**src/rtl/dmem_word_arbiter_if.sv**
```systemverilog
// Word-request channel between one requester (CPU or loader) and the
// data-memory arbiter. The requester drives the command; the arbiter
// returns a one-cycle ack with read data and the error flag.
interface dmem_word_arbiter_if #(
  parameter int ADDR_W = 5
) ();
  logic              req;
  logic              we;
  logic [ADDR_W-1:0] addr;
  logic [31:0]       wdata;
  logic              ack;
  logic [31:0]       rdata;
  logic              err;

  modport master (output req, we, addr, wdata, input ack, rdata, err);
  modport slave  (input req, we, addr, wdata, output ack, rdata, err);
endinterface

```
**src/rtl/dmem_word_arbiter.sv**
```systemverilog
// dmem_word_arbiter: shares a byte-wide data memory between the CPU and the
// loader. Each 32-bit access is split into four big-endian byte beats
// (addr+0 carries [31:24]). Round-robin arbitration, one access in flight.
// Optional feature: define DMEM_ALIGN_CHECK_EN to reject accesses with
// addr[1:0] != 0 (ack with err = 1, no memory traffic).
module dmem_word_arbiter #(
  parameter int ADDR_W = 5,
  parameter int BEATS  = 4
) (
  input  logic              clk,
  input  logic              rst_n,
  dmem_word_arbiter_if.slave cpu,
  dmem_word_arbiter_if.slave ld,
  output logic [ADDR_W-1:0] mem_addr,
  output logic [7:0]        mem_wdata,
  output logic              mem_we,
  input  logic [7:0]        mem_rdata,
  output logic              busy
);

  typedef enum logic [1:0] {IDLE, XFER, DONE} state_t;

  localparam logic       OWN_CPU   = 1'b0;
  localparam logic       OWN_LD    = 1'b1;
  localparam logic [1:0] LAST_BEAT = 2'(BEATS - 1);

  state_t            state, state_next;
  logic [1:0]        beat;
  logic              owner;
  logic              last_grant;
  logic              we_q;
  logic [ADDR_W-1:0] addr_q;
  logic [31:0]       wdata_q;
  logic [31:0]       rbuf;
  logic [31:0]       cpu_rdata_q;
  logic [31:0]       ld_rdata_q;
  logic [31:0]       rdata_next;
  logic [1:0]        byte_sel;

  logic              grant_valid;
  logic              grant_sel;
  logic              sel_we;
  logic [ADDR_W-1:0] sel_addr;
  logic [31:0]       sel_wdata;
  logic              sel_misaligned;

  // Round-robin pick: a tie goes to whoever was not served last.
  always_comb begin
    grant_valid = cpu.req | ld.req;
    grant_sel   = OWN_CPU;
    if (cpu.req && ld.req) grant_sel = ~last_grant;
    else if (ld.req)       grant_sel = OWN_LD;
    sel_we    = (grant_sel == OWN_LD) ? ld.we    : cpu.we;
    sel_addr  = (grant_sel == OWN_LD) ? ld.addr  : cpu.addr;
    sel_wdata = (grant_sel == OWN_LD) ? ld.wdata : cpu.wdata;
  end

`ifdef DMEM_ALIGN_CHECK_EN
  assign sel_misaligned = (sel_addr[1:0] != 2'b00);
`else
  assign sel_misaligned = 1'b0;
`endif

  // State register.
  always_ff @(posedge clk or negedge rst_n) begin
    if (!rst_n) state <= IDLE;
    else        state <= state_next;
  end

  // Next-state decode; misaligned requests (when checked) bypass the beats.
  always_comb begin
    state_next = state;
    case (state)
      IDLE:    if (grant_valid) state_next = sel_misaligned ? DONE : XFER;
      XFER:    if (beat == LAST_BEAT) state_next = DONE;
      DONE:    state_next = IDLE;
      default: state_next = IDLE;
    endcase
  end

  // Byte lane of the current beat: beat 0 is the most significant byte.
  assign byte_sel = LAST_BEAT - beat;

  // Read word with the byte arriving this beat merged in.
  for (genvar gi = 0; gi < 4; gi++) begin : g_rd_lane
    assign rdata_next[8*gi +: 8] = (byte_sel == 2'(gi)) ? mem_rdata : rbuf[8*gi +: 8];
  end

  // Command latch, beat counter, load assembly and per-requester read data.
  always_ff @(posedge clk or negedge rst_n) begin
    if (!rst_n) begin
      beat        <= 2'd0;
      owner       <= OWN_CPU;
      last_grant  <= OWN_LD;
      we_q        <= 1'b0;
      addr_q      <= '0;
      wdata_q     <= '0;
      rbuf        <= '0;
      cpu_rdata_q <= '0;
      ld_rdata_q  <= '0;
    end else begin
      case (state)
        IDLE: begin
          if (grant_valid) begin
            owner      <= grant_sel;
            last_grant <= grant_sel;
            we_q       <= sel_we;
            addr_q     <= sel_addr;
            wdata_q    <= sel_wdata;
            beat       <= 2'd0;
            rbuf       <= '0;
            // A rejected access completes next cycle with zero read data.
            if (sel_misaligned) begin
              if (grant_sel == OWN_LD) ld_rdata_q  <= '0;
              else                     cpu_rdata_q <= '0;
            end
          end
        end
        XFER: begin
          beat <= beat + 2'd1;
          if (!we_q) rbuf <= rdata_next;
          // Publish the finished word as DONE begins; stores report 0.
          if (beat == LAST_BEAT) begin
            if (owner == OWN_LD) ld_rdata_q  <= we_q ? 32'd0 : rdata_next;
            else                 cpu_rdata_q <= we_q ? 32'd0 : rdata_next;
          end
        end
        default: ;
      endcase
    end
  end

  // Memory side is driven only during beats, so a reset clears it at once.
  assign busy      = (state != IDLE);
  assign mem_we    = (state == XFER) && we_q;
  assign mem_addr  = (state == XFER) ? addr_q + ADDR_W'(beat) : '0;
  assign mem_wdata = (state == XFER) ? wdata_q[{byte_sel, 3'b000} +: 8] : 8'd0;

  assign cpu.ack   = (state == DONE) && (owner == OWN_CPU);
  assign ld.ack    = (state == DONE) && (owner == OWN_LD);
  assign cpu.rdata = cpu_rdata_q;
  assign ld.rdata  = ld_rdata_q;

`ifdef DMEM_ALIGN_CHECK_EN
  logic err_q;

  // Remember whether the granted access was rejected for misalignment.
  always_ff @(posedge clk or negedge rst_n) begin
    if (!rst_n)                         err_q <= 1'b0;
    else if (state == IDLE && grant_valid) err_q <= sel_misaligned;
  end

  assign cpu.err = cpu.ack & err_q;
  assign ld.err  = ld.ack & err_q;
`else
  assign cpu.err = 1'b0;
  assign ld.err  = 1'b0;
`endif

endmodule

```
**src/flat_wrapper.sv**
```systemverilog
// flat-port wrapper written by rule: the top's interface ports become plain ports
module dmem_word_arbiter_flat 
#(
  parameter int ADDR_W = 5,
  parameter int BEATS  = 4
)
  (clk, rst_n, mem_addr, mem_wdata, mem_we, mem_rdata, busy, cpu_req, cpu_we, cpu_addr, cpu_wdata, cpu_ack, cpu_rdata, cpu_err, ld_req, ld_we, ld_addr, ld_wdata, ld_ack, ld_rdata, ld_err);
  dmem_word_arbiter_if #(.ADDR_W(ADDR_W)) cpu_i ();
  dmem_word_arbiter_if #(.ADDR_W(ADDR_W)) ld_i ();
  input  logic clk;
  input  logic rst_n;
  output logic [ADDR_W-1:0] mem_addr;
  output logic [7:0] mem_wdata;
  output logic mem_we;
  input  logic [7:0] mem_rdata;
  output logic busy;
  input wire logic [$bits(cpu_i.req)-1:0] cpu_req;
  input wire logic [$bits(cpu_i.we)-1:0] cpu_we;
  input wire logic [$bits(cpu_i.addr)-1:0] cpu_addr;
  input wire logic [$bits(cpu_i.wdata)-1:0] cpu_wdata;
  output wire logic [$bits(cpu_i.ack)-1:0] cpu_ack;
  output wire logic [$bits(cpu_i.rdata)-1:0] cpu_rdata;
  output wire logic [$bits(cpu_i.err)-1:0] cpu_err;
  input wire logic [$bits(ld_i.req)-1:0] ld_req;
  input wire logic [$bits(ld_i.we)-1:0] ld_we;
  input wire logic [$bits(ld_i.addr)-1:0] ld_addr;
  input wire logic [$bits(ld_i.wdata)-1:0] ld_wdata;
  output wire logic [$bits(ld_i.ack)-1:0] ld_ack;
  output wire logic [$bits(ld_i.rdata)-1:0] ld_rdata;
  output wire logic [$bits(ld_i.err)-1:0] ld_err;
  assign cpu_i.req = cpu_req;
  assign cpu_i.we = cpu_we;
  assign cpu_i.addr = cpu_addr;
  assign cpu_i.wdata = cpu_wdata;
  assign cpu_ack = cpu_i.ack;
  assign cpu_rdata = cpu_i.rdata;
  assign cpu_err = cpu_i.err;
  assign ld_i.req = ld_req;
  assign ld_i.we = ld_we;
  assign ld_i.addr = ld_addr;
  assign ld_i.wdata = ld_wdata;
  assign ld_ack = ld_i.ack;
  assign ld_rdata = ld_i.rdata;
  assign ld_err = ld_i.err;
  dmem_word_arbiter #(.ADDR_W(ADDR_W), .BEATS(BEATS)) u_core (.clk(clk), .rst_n(rst_n), .cpu(cpu_i), .ld(ld_i), .mem_addr(mem_addr), .mem_wdata(mem_wdata), .mem_we(mem_we), .mem_rdata(mem_rdata), .busy(busy));
endmodule
```
**config.mk**
```make
export PLATFORM = sky130hd
export DESIGN_NAME = dmem_word_arbiter_flat
export DESIGN_NICKNAME = d
export VERILOG_FILES = /design/src/rtl/dmem_word_arbiter_if.sv /design/src/rtl/dmem_word_arbiter.sv /design/src/flat_wrapper.sv
export SDC_FILE = /design/constraint.sdc
export NUM_CORES = 1
export LEC_CHECK = 0
export BUFFER_PORTS_ARGS = -buffer_cell sky130_fd_sc_hd__buf_2
export CAP_MARGIN = 20
export CELL_PAD_IN_SITES_DETAIL_PLACEMENT = 0
export CELL_PAD_IN_SITES_GLOBAL_PLACEMENT = 2
export CORE_UTILIZATION = 34
export DETAILED_ROUTE_END_ITERATION = 12
export PLACE_DENSITY = 0.85
export SYNTH_ARGS = -nofsm -noshare
export SYNTH_HDL_FRONTEND = slang
export SYNTH_SLANG_ARGS = --single-unit
```
**constraint.sdc**
```tcl
create_clock -name clk -period 3.1 [get_ports clk]
set_clock_uncertainty 0.2 [all_clocks]
set_input_delay 0.465 -clock clk [delete_from_list [all_inputs] [get_ports clk]]
set_output_delay 0.465 -clock clk [all_outputs]
set_load 0.1 [all_outputs]
```
==> results of run 1 <==
==> cell families after synthesis <==
| logic type | Yosys count | share of synthesized area |
|---|---|---|
| DFF | 140 | 0.5300 |
| adders and majority gates | 7 | 0.01438 |
| other | 1 | 0.0005671 |
| AOI/OAI and AO/OA | 124 | 0.1162 |
| xor gates and xnor gates | 1 | 0.001325 |
| buffers and inverters | 58 | 0.04314 |
| and+or+nand+nor | 65 | 0.05223 |
| muxes | 142 | 0.2422 |
==> layer usage <==
metal / track usage / wire, µm / vias up
met3: 0.04016 / 1007 / 11
li1: - / - / 2241
met5: 0 / 0 / -
met2: 0.2723 / 7843 / 178
met1: 0.2303 / 7471 / 2384
met4: 0.04244 / 138 / 0
==> flip-flops by register name, indices dropped and copies added (netlist names) <==
signal	flops
u_core.last_grant	1
u_core.beat	2
u_core.state	2
u_core.owner	1
u_core.addr_q	5
u_core.ld.rdata	32
u_core.wdata_q	32
u_core.cpu.rdata	32
u_core.we_q	1
u_core.rbuf	32
==> layout by cell type (no fill, tap or decap), types with 5 or more instances in the layout <==
cell,synthesis,layout
sky130_fd_sc_hd__mux2_2,63,63
sky130_fd_sc_hd__a21oi_2,4,6
sky130_fd_sc_hd__inv_1,6,6
sky130_fd_sc_hd__a21oi_1,80,78
sky130_fd_sc_hd__clkbuf_16,0,17
sky130_fd_sc_hd__and2_1,12,12
sky130_fd_sc_hd__a22o_1,32,32
sky130_fd_sc_hd__nand2_1,5,5
sky130_fd_sc_hd__dfrtp_1,139,139
sky130_fd_sc_hd__ha_1,6,6
sky130_fd_sc_hd__nor2_1,35,32
sky130_fd_sc_hd__buf_4,5,20
sky130_fd_sc_hd__buf_2,21,164
sky130_fd_sc_hd__mux4_2,8,8
sky130_fd_sc_hd__mux2i_1,70,70
==> area by class of cell <==
cell class | instances | area, µm² | share of cell area
flip-flops and latches | 140 | 3505 | 0.4189
multi-input cells | 341 | 2851 | 0.3409
well taps | 260 | 325.3 | 0.03889
clock inverters | 13 | 166.4 | 0.01989
inverters | 6 | 22.52 | 0.002692
clock buffers | 19 | 442.9 | 0.05295
repair buffers | 189 | 1052 | 0.1258
==> synth_stat cells <==
| master | n |
|---|---|
| sky130_fd_sc_hd__nor3b_4 | 1 |
| sky130_fd_sc_hd__nor4bb_1 | 3 |
| sky130_fd_sc_hd__mux2_2 | 63 |
| sky130_fd_sc_hd__and4bb_2 | 1 |
| sky130_fd_sc_hd__a31oi_1 | 1 |
| sky130_fd_sc_hd__xor2_1 | 1 |
| sky130_fd_sc_hd__o2bb2ai_1 | 1 |
| sky130_fd_sc_hd__or2_1 | 1 |
| sky130_fd_sc_hd__ha_1 | 6 |
| sky130_fd_sc_hd__and2_1 | 12 |
| sky130_fd_sc_hd__nand3_2 | 1 |
| sky130_fd_sc_hd__nand2_1 | 5 |
| sky130_fd_sc_hd__mux4_2 | 8 |
| sky130_fd_sc_hd__conb_1 | 1 |
| sky130_fd_sc_hd__buf_4 | 5 |
| sky130_fd_sc_hd__or3_1 | 2 |
| sky130_fd_sc_hd__a21bo_2 | 1 |
| sky130_fd_sc_hd__fa_1 | 1 |
| sky130_fd_sc_hd__a21oi_2 | 4 |
| sky130_fd_sc_hd__inv_1 | 6 |
| sky130_fd_sc_hd__and3b_1 | 1 |
| sky130_fd_sc_hd__buf_2 | 21 |
| sky130_fd_sc_hd__o21ai_0 | 3 |
| sky130_fd_sc_hd__o21ai_1 | 1 |
| sky130_fd_sc_hd__mux2_1 | 1 |
| sky130_fd_sc_hd__clkbuf_1 | 22 |
| sky130_fd_sc_hd__a22o_1 | 32 |
| sky130_fd_sc_hd__mux2i_1 | 70 |
| sky130_fd_sc_hd__nand2b_1 | 1 |
| sky130_fd_sc_hd__o31ai_1 | 1 |
| sky130_fd_sc_hd__nor3b_1 | 1 |
| sky130_fd_sc_hd__dfstp_2 | 1 |
| sky130_fd_sc_hd__buf_1 | 1 |
| sky130_fd_sc_hd__buf_6 | 3 |
| sky130_fd_sc_hd__a21oi_1 | 80 |
| sky130_fd_sc_hd__nor2_1 | 35 |
| sky130_fd_sc_hd__dfrtp_1 | 139 |
| sky130_fd_sc_hd__and2b_1 | 1 |
==> through the flow <==
step / cells / cell area (µm²) / util / TNS [ps] / hold slack (ps)
2_1_floorplan: 539 / 6634 / - / -57.99 / -30.59
3_3_place_gp: 935 / 7746 / 0.4100 / 0 / 281.6
3_5_place_dp: 935 / 7746 / 0.4100 / 0 / 281.9
4_1_cts: 968 / 8366 / 0.4428 / 0 / 20.37
5_1_grt: 968 / 8366 / 0.4428 / 0 / 39.97
6_report: 968 / 8366 / 0.4428 / 0 / 38.58
==> worst paths after layout <==
path | startpoint | to | slack, ps | depth (start not counted)
worst max-delay path | u_core.beat[0]$_DFFE_PN0P_ | mem_addr[4] | 150 | 6
worst min-delay path | cpu_req | u_core.last_grant$_DFFE_PN1P_ | 40 | 2
worst max register to register | u_core.state[1]$_DFFE_PN0P_ | u_core.ld.rdata[6]$_DFFE_PN0P_ | 600 | 3
worst min register to register | u_core.cpu.rdata[0]$_DFFE_PN0P_ | u_core.cpu.rdata[0]$_DFFE_PN0P_ | 300 | 1
max in group asynchronous | rst_n | u_core.ld.rdata[16]$_DFFE_PN0P_ | 1450 | 3
min in group asynchronous | rst_n | u_core.cpu.rdata[21]$_DFFE_PN0P_ | 410 | 2
==> results.yml, run 1 <==
routing:
  total_via_count_after_detailed_routing: 4814
  final_wl_um: 16460
  drt_first_iter_violations: 250
  drc: 0
  drt_pass1_iterations: 4
  postRouteAntennaNets: 0
  vias_per_cell: 4.973
  avgRoutedWirePerCell_um: 17.01
yosys:
  area_share_of_the_leading_cell_type_in_the_synthesized_netlist: 0.5260
  yosysSeqAreaShare: 0.5300
  post_synth.cell_area_avg_um2: 12.29
  ys_types: 38
  number_of_synthesized_register_bits: 140
  post_synth_instance_area_um2: 6613
  cell_type_with_the_largest_total_area_after_synthesis: "sky130_fd_sc_hd__dfrtp_1"
  post_synth_main_area_contributors: "sky130_fd_sc_hd__dfrtp_1, sky130_fd_sc_hd__mux2_2, sky130_fd_sc_hd__mux2i_1"
  synth_cells: 538
  synth-warning-count: 0
place:
  numPortBuffers: 168
  place_congestion: 0.7688
  place_hpwl_um: 11480
  place_worst_setup_slack_ps: 579.6
timing:
  finalWorstSetupSlack_ps: 146.4
  min_period_over_period: 0.9528
  timing_worst_slew_pin_value_ps: 938.4
  rsz0062_at_grt: "no"
  timing.final.max_slew_violations: 0
  hold_viol: 0
  finalSetupViolations: 0
  clock.fmax_mhz: 338.6
  tightest_slew_margin_relative_to_the_limit: 0.3737
  finalCriticalPeriod_ps: 2954
clock_network:
  tritoncts_clock_tree: "done"
  cts_setup_buffers: 0
  clock-sinks: 140
  holdBufCountCts: 1
  cts.clk_slew.worst_paths_ps: 60
  clock_latency_ps: 410
  h_tree_lvls: 4
  cts-buffers-inserted: 17
  cts-resized-gates: 0
  clk_root_buffer_cell: "sky130_fd_sc_hd__clkbuf_16"
  cts-root-to-sink-buffers: 2
critical_path:
  path_buf_inv: 2
  crit_path_start_kind: "flip-flop"
  cp_cell_sequence: "ha_1 -> inv_1 -> fa_1 -> or3_1 -> a21oi_2 -> buf_12"
  end_kind: "output pin"
  arrival_ps: 2290
  criticalPathCategory: "reg2out"
  worst-endpoint-required_ps: 2430
  crit_path_max_incr_delay_ps: 470
  crit_slowest_cell: "sky130_fd_sc_hd__fa_1"
  critical_path.top_delay_family: "adder cells"
  worstPathMaxFanout: 3
global_routing:
  via_count_of_the_first_global_routing_pass: 4814
  maximum_number_of_pins_on_one_net_before_global_route_repair: 66
  grt_pass1_wl_um: 26030
  grt_overflow_total: 0
  antenna_violations_before_repair: 0
  grtUsageTotal: 0.1694
floorplanning:
  die_h_um: 141.5
  initial_core_util: 0.3500
  chipWidth_um: 141.5
  core_area_um2: 18890
  std_cell_rows: 50
  die_area_um2: 20010
  ioPinCount: 171
finish:
  fillCellCount: 1823
  antenna_cells: 0
  layout.nets: 790
  area_growth_syn_to_layout_pct: 26.51
  layout-drive-gt1-share: 0.4322
worst_hold_path:
  worstHoldPathType: "in2reg"
flow_run:
  cap_violations: 0
status:
  run_status: "completed"
Power of run 1 is left out: the tool's default activity adds up to more than one toggle a clock period on the data nets, which glitch-free logic cannot reach.
==> inputs of run 2 (changes only) <==
==> constraint.sdc (replaced) <==
create_clock -name clk -period 3.1 [get_ports clk]
set_clock_uncertainty 0.2 [all_clocks]
set_input_delay 0.31 -clock clk [delete_from_list [all_inputs] [get_ports clk]]
set_output_delay 0.31 -clock clk [all_outputs]
set_load 0.1 [all_outputs]
==> run 2 against run 1 <==
Compared with the run above: worst setup slack better by 160 ps; die area unchanged; routed wire length up 0.94%; register-to-register slack worse by 30 ps; largest cell class unchanged; cell count up 2.5%; critical path type unchanged; highest routed layer is now met5.
==> results.yml, run 2 (synthesis results as in run 1) <==
status:
  run_status: "completed"
place:
  place_worst_setup_slack_ps: 511.0
  place_hpwl_um: 11800
  place_congestion: 0.7520
  numPortBuffers: 168
critical_path:
  r2r_setup_slack_ps: 570
  worst-endpoint-required_ps: 2590
  timing.rr.end: "u_core.ld.rdata[2]$_DFFE_PN0P_"
  criticalPathCategory: "reg2out"
  end_kind: "output pin"
  reg2regPathDepth: 4
  crit_slowest_cell: "sky130_fd_sc_hd__buf_2"
  cp_common_cell: "sky130_fd_sc_hd__a21oi_1"
  crit_path_max_incr_delay_ps: 450
  arrival_ps: 2290
  cp_cell_sequence: "buf_4 -> ha_1 -> a21oi_1 -> or3_1 -> a21oi_1 -> buf_2"
  worstPathMaxFanout: 9
  crit_path_start_kind: "flip-flop"
  timing.rr.start: "u_core.beat[0]$_DFFE_PN0P_"
finish:
  antenna_cells: 0
  area_growth_syn_to_layout_pct: 30.26
  layout.cells.most_common_list: "sky130_fd_sc_hd__buf_2, sky130_fd_sc_hd__dfrtp_1, sky130_fd_sc_hd__a21oi_1"
  layout-drive-gt1-share: 0.4098
  layout.nets: 814
  layout.cells.most_common: "sky130_fd_sc_hd__buf_2"
floorplanning:
  die_h_um: 141.5
  die_area_um2: 20010
  ioPinCount: 171
  std_cell_rows: 50
  chipWidth_um: 141.5
  core_area_um2: 18890
  initial_core_util: 0.3500
worst_hold_path:
  min_path_cells: 3
  whs_endpoint: "u_core.wdata_q[3]$_DFFE_PN0P_"
  worstHoldPathType: "in2reg"
  min_from: "cpu_wdata[3]"
clock_network:
  clk_root_buffer_cell: "sky130_fd_sc_hd__clkbuf_16"
  h_tree_lvls: 4
  tritoncts_clock_tree: "done"
  cts.clk_slew.worst_paths_ps: 60
  cts-root-to-sink-buffers: 2
  clock-sinks: 140
  cts-resized-gates: 0
  cts-buffers-inserted: 17
  clock_latency_ps: 420
timing:
  finalCriticalPeriod_ps: 2798
  clock.fmax_mhz: 357.5
  finalSetupTns_ps: 0
  hold_viol: 0
  finalSetupViolations: 0
  min_period_over_period: 0.9024
  rsz0062_at_grt: "no"
  finalWorstSetupSlack_ps: 302.5
  timing.final.max_slew_violations: 0
  tightest_slew_margin_relative_to_the_limit: 0.4218
  timing_worst_slew_pin_value_ps: 867.3
routing:
  final_wl_um: 16620
  total_via_count_after_detailed_routing: 4941
  drc: 0
  vias_per_cell: 4.981
  avgRoutedWirePerCell_um: 16.75
  postRouteAntennaNets: 0
  drt_pass1_iterations: 4
  drt_first_iter_violations: 170
global_routing:
  grtUsageTotal: 0.1736
  via_count_of_the_first_global_routing_pass: 5028
  grt_overflow_total: 0
  maximum_number_of_pins_on_one_net_before_global_route_repair: 70
  antenna_violations_before_repair: 1
  grt_pass1_wl_um: 26570
flow_run:
  cap_violations: 0
==> run 2: cell count changes in the layout (fill, tap and decap cells not counted), moves of 3 or more <==
cell	before	now
sky130_fd_sc_hd__dlygate4sd3_1	1	27
sky130_fd_sc_hd__buf_4	20	17
sky130_fd_sc_hd__clkinv_4	3	0
sky130_fd_sc_hd__clkbuf_8	1	4
==> run 2: per-stage QoR <==
stage / hold slack, ps / instances / instance area, µm² / util
2_1_floorplan: -185.6 / 539 / 6628 / -
3_3_place_gp: 141.6 / 933 / 7722 / 0.4087
3_5_place_dp: 151.7 / 933 / 7722 / 0.4087
4_1_cts: 0.5904 / 992 / 8613 / 0.4559
5_1_grt: 4.299 / 992 / 8613 / 0.4559
6_report: 14.93 / 992 / 8613 / 0.4559
==> run 2: how the worst max path moves through the flow <==
stage	from	to	slack, ps	cells after the start
detailed placement	u_core.beat[0]$_DFFE_PN0P_	u_core.ld.rdata[26]$_DFFE_PN0P_	510	4
floorplan	u_core.beat[1]$_DFFE_PN0P_	mem_addr[1]	60	4
CTS	u_core.beat[1]$_DFFE_PN0P_	mem_addr[3]	250	6
finish	u_core.beat[1]$_DFFE_PN0P_	mem_addr[3]	300	6
global route	u_core.beat[1]$_DFFE_PN0P_	mem_addr[3]	190	6
global placement	u_core.beat[0]$_DFFE_PN0P_	u_core.ld.rdata[17]$_DFFE_PN0P_	630	4
==> run 2: area by class of cell <==
type                    instances  area (µm²)
fillers                      1804       10280
flip-flops and latches        140        3505
multi-input cells             341        2845
repair buffers                213        1295
clock buffers                  23       488.0
well taps                     260       325.3
clock inverters                 9       132.6
inverters                       6       22.52
==> run 2: worst max-delay path: cells and delay by family, from the launching register on <==
| family | cells | cell delay (ps) |
|---|---|---|
| buffers and inverters | 2 | 650 |
| flip-flops | 1 | 410 |
| AND/OR/NAND/NOR | 1 | 300 |
| adder cells (fa/ha/maj) | 1 | 280 |
| AO/OA/AOI/OAI | 2 | 230 |
==> run 2: timing repair <==
item	CTS	global route
hold endpoints to repair	82	0
hold buffers	27	0
setup endpoints to repair	0	0
setup buffers	0	0
==> run 2: per-layer routing <==
| layer | vias to the layer above | wire length, µm | global-route usage |
|---|---|---|---|
| met5 | - | 13 | 0 |
| met4 | 2 | 216 | 0.04697 |
| met3 | 17 | 888 | 0.05096 |
| met2 | 164 | 8050 | 0.2850 |
| met1 | 2467 | 7445 | 0.2236 |
| li1 | 2291 | - | - |
Power of run 2 is left out for the same reason.
==> inputs of run 3 (changes only) <==
--- a/config.mk
+++ b/config.mk
@@ -10,8 +10,10 @@
 export CELL_PAD_IN_SITES_DETAIL_PLACEMENT = 0
 export CELL_PAD_IN_SITES_GLOBAL_PLACEMENT = 2
 export CORE_UTILIZATION = 34
+export CTS_CLUSTER_DIAMETER = 60
 export DETAILED_ROUTE_END_ITERATION = 12
-export PLACE_DENSITY = 0.85
+export PLACE_DENSITY_LB_ADDON = 0.08
+export SLEW_MARGIN = 20
 export SYNTH_ARGS = -nofsm -noshare
 export SYNTH_HDL_FRONTEND = slang
 export SYNTH_SLANG_ARGS = --single-unit
==> run 3 against run 2 <==
Compared with the run above: highest routed layer is now met4; critical path depth unchanged; cell count increased by 1.6%; count of clock-buffer cells in the layout unchanged; critical path type unchanged; non-clock buffer count increased by 16; routed wire length increased by 3.7%; die area unchanged; cell area increased by 2.3%; register-to-register slack improved by 160 ps; worst hold slack got worse by 0.76 ps.
==> results.yml, run 3 (synthesis results as in run 1) <==
status:
  run_status: "completed"
critical_path:
  arrival_ps: 2290
  crit_slowest_cell: "sky130_fd_sc_hd__fa_1"
  crit_path_max_incr_delay_ps: 460
  worstPathMaxFanout: 3
  worst-endpoint-required_ps: 2590
  cp_cell_sequence: "ha_1 -> inv_1 -> fa_1 -> or3_1 -> a21oi_2 -> buf_12"
  crit_path_start_kind: "flip-flop"
  criticalPathCategory: "reg2out"
  end_kind: "output pin"
timing:
  timing.final.max_slew_violations: 0
  finalCriticalPeriod_ps: 2797
  timing_worst_slew_pin_value_ps: 807.7
  min_period_over_period: 0.9023
  hold_viol: 0
  clock.fmax_mhz: 357.5
  finalSetupViolations: 0
  tightest_slew_margin_relative_to_the_limit: 0.4615
  finalSetupTns_ps: 0
  rsz0062_at_grt: "no"
finish:
  layout.cells.most_common: "sky130_fd_sc_hd__buf_2"
  layout.cells.most_common_list: "sky130_fd_sc_hd__buf_2, sky130_fd_sc_hd__dfrtp_1, sky130_fd_sc_hd__a21oi_1"
  layout-drive-gt1-share: 0.4064
  area_growth_syn_to_layout_pct: 33.19
  layout.nets: 830
  fillCellCount: 1826
  antenna_cells: 0
floorplanning:
  initial_core_util: 0.3500
  chipWidth_um: 141.5
  ioPinCount: 171
  die_h_um: 141.5
  std_cell_rows: 50
  die_area_um2: 20010
  core_area_um2: 18890
routing:
  final_wl_um: 17220
  avgRoutedWirePerCell_um: 17.09
  drt_pass1_iterations: 4
  total_via_count_after_detailed_routing: 4889
  vias_per_cell: 4.850
  drt_first_iter_violations: 166
  postRouteAntennaNets: 0
  drc: 0
place:
  place_congestion: 0.7419
  place_hpwl_um: 11870
  numPortBuffers: 168
clock_network:
  tritoncts_clock_tree: "done"
  cts-resized-gates: 0
  cts_setup_buffers: 0
  clock_latency_ps: 410
  clock-sinks: 140
  cts-buffers-inserted: 17
  clk_root_buffer_cell: "sky130_fd_sc_hd__clkbuf_16"
  cts-root-to-sink-buffers: 2
  cts.clk_slew.worst_paths_ps: 60
  h_tree_lvls: 4
global_routing:
  via_count_of_the_first_global_routing_pass: 5026
  antenna_violations_before_repair: 0
  maximum_number_of_pins_on_one_net_before_global_route_repair: 62
  grt_overflow_total: 0
  grt_pass1_wl_um: 27600
  grtUsageTotal: 0.1804
worst_hold_path:
  worstHoldPathType: "in2reg"
flow_run:
  cap_violations: 0
## run 3: per-stage QoR
stage	setup WS [ps]	std cells	util	hold WS [ps]	cell area, µm²
after global placement	770.6	936	0.4121	58.01	7785
after global routing	200.4	1008	0.4662	11.10	8807
after CTS	265.1	1008	0.4662	2.119	8807
after floorplan	63.78	539	-	-185.6	6628
final	302.9	1008	0.4662	14.17	8807
after detailed placement	730.3	936	0.4121	57.13	7785
## run 3: worst max-delay path: cells and delay by family (launching register included)
| family | cells | cell delay (ps) |
|---|---|---|
| fa+ha+maj | 2 | 630 |
| simple gates | 1 | 410 |
| flops | 1 | 360 |
| buf+inv | 2 | 260 |
| compound gates | 1 | 200 |
## run 3: path summary, 6_finish.rpt
| check | cells after the start | slack [ps] | start | end |
|---|---|---|---|---|
| worst max-delay path | 6 | 300 | u_core.beat[0]$_DFFE_PN0P_ | mem_addr[4] |
| worst min-delay path | 3 | 10 | ld_wdata[8] | u_core.wdata_q[8]$_DFFE_PN0P_ |
| worst max register to register | 5 | 730 | u_core.beat[1]$_DFFE_PN0P_ | u_core.ld.rdata[6]$_DFFE_PN0P_ |
| worst min register to register | 1 | 290 | u_core.rbuf[1]$_DFFE_PN0P_ | u_core.rbuf[1]$_DFFE_PN0P_ |
| max in group asynchronous | 3 | 1690 | rst_n | u_core.cpu.rdata[0]$_DFFE_PN0P_ |
| min in group asynchronous | 2 | 170 | rst_n | u_core.ld.rdata[19]$_DFFE_PN0P_ |
## run 3: metal layers
metal	wire length, µm	global-route usage
met1	7931	0.2373
met5	0	0
met4	144	0.05772
met2	8353	0.2929
met3	795	0.04387
## run 3: cell type report
type                            count  area [µm²]  share of cell area
Tap cell                          260       325.3             0.03694
Sequential cell                   140        3505              0.3979
Multi-Input combinational cell    341        2845              0.3231
Inverter                            6       22.52            0.002557
Clock buffer                       23       488.0             0.05541
Timing Repair Buffer              229        1488              0.1689
Clock inverter                      9       133.9             0.01520
## run 3: what timing repair did
action | CTS | global route
endpoints found under the setup margin | 0 | 0
hold endpoints to repair | 62 | 0
hold buffers | 40 | 0
Power of run 3 is left out for the same reason.
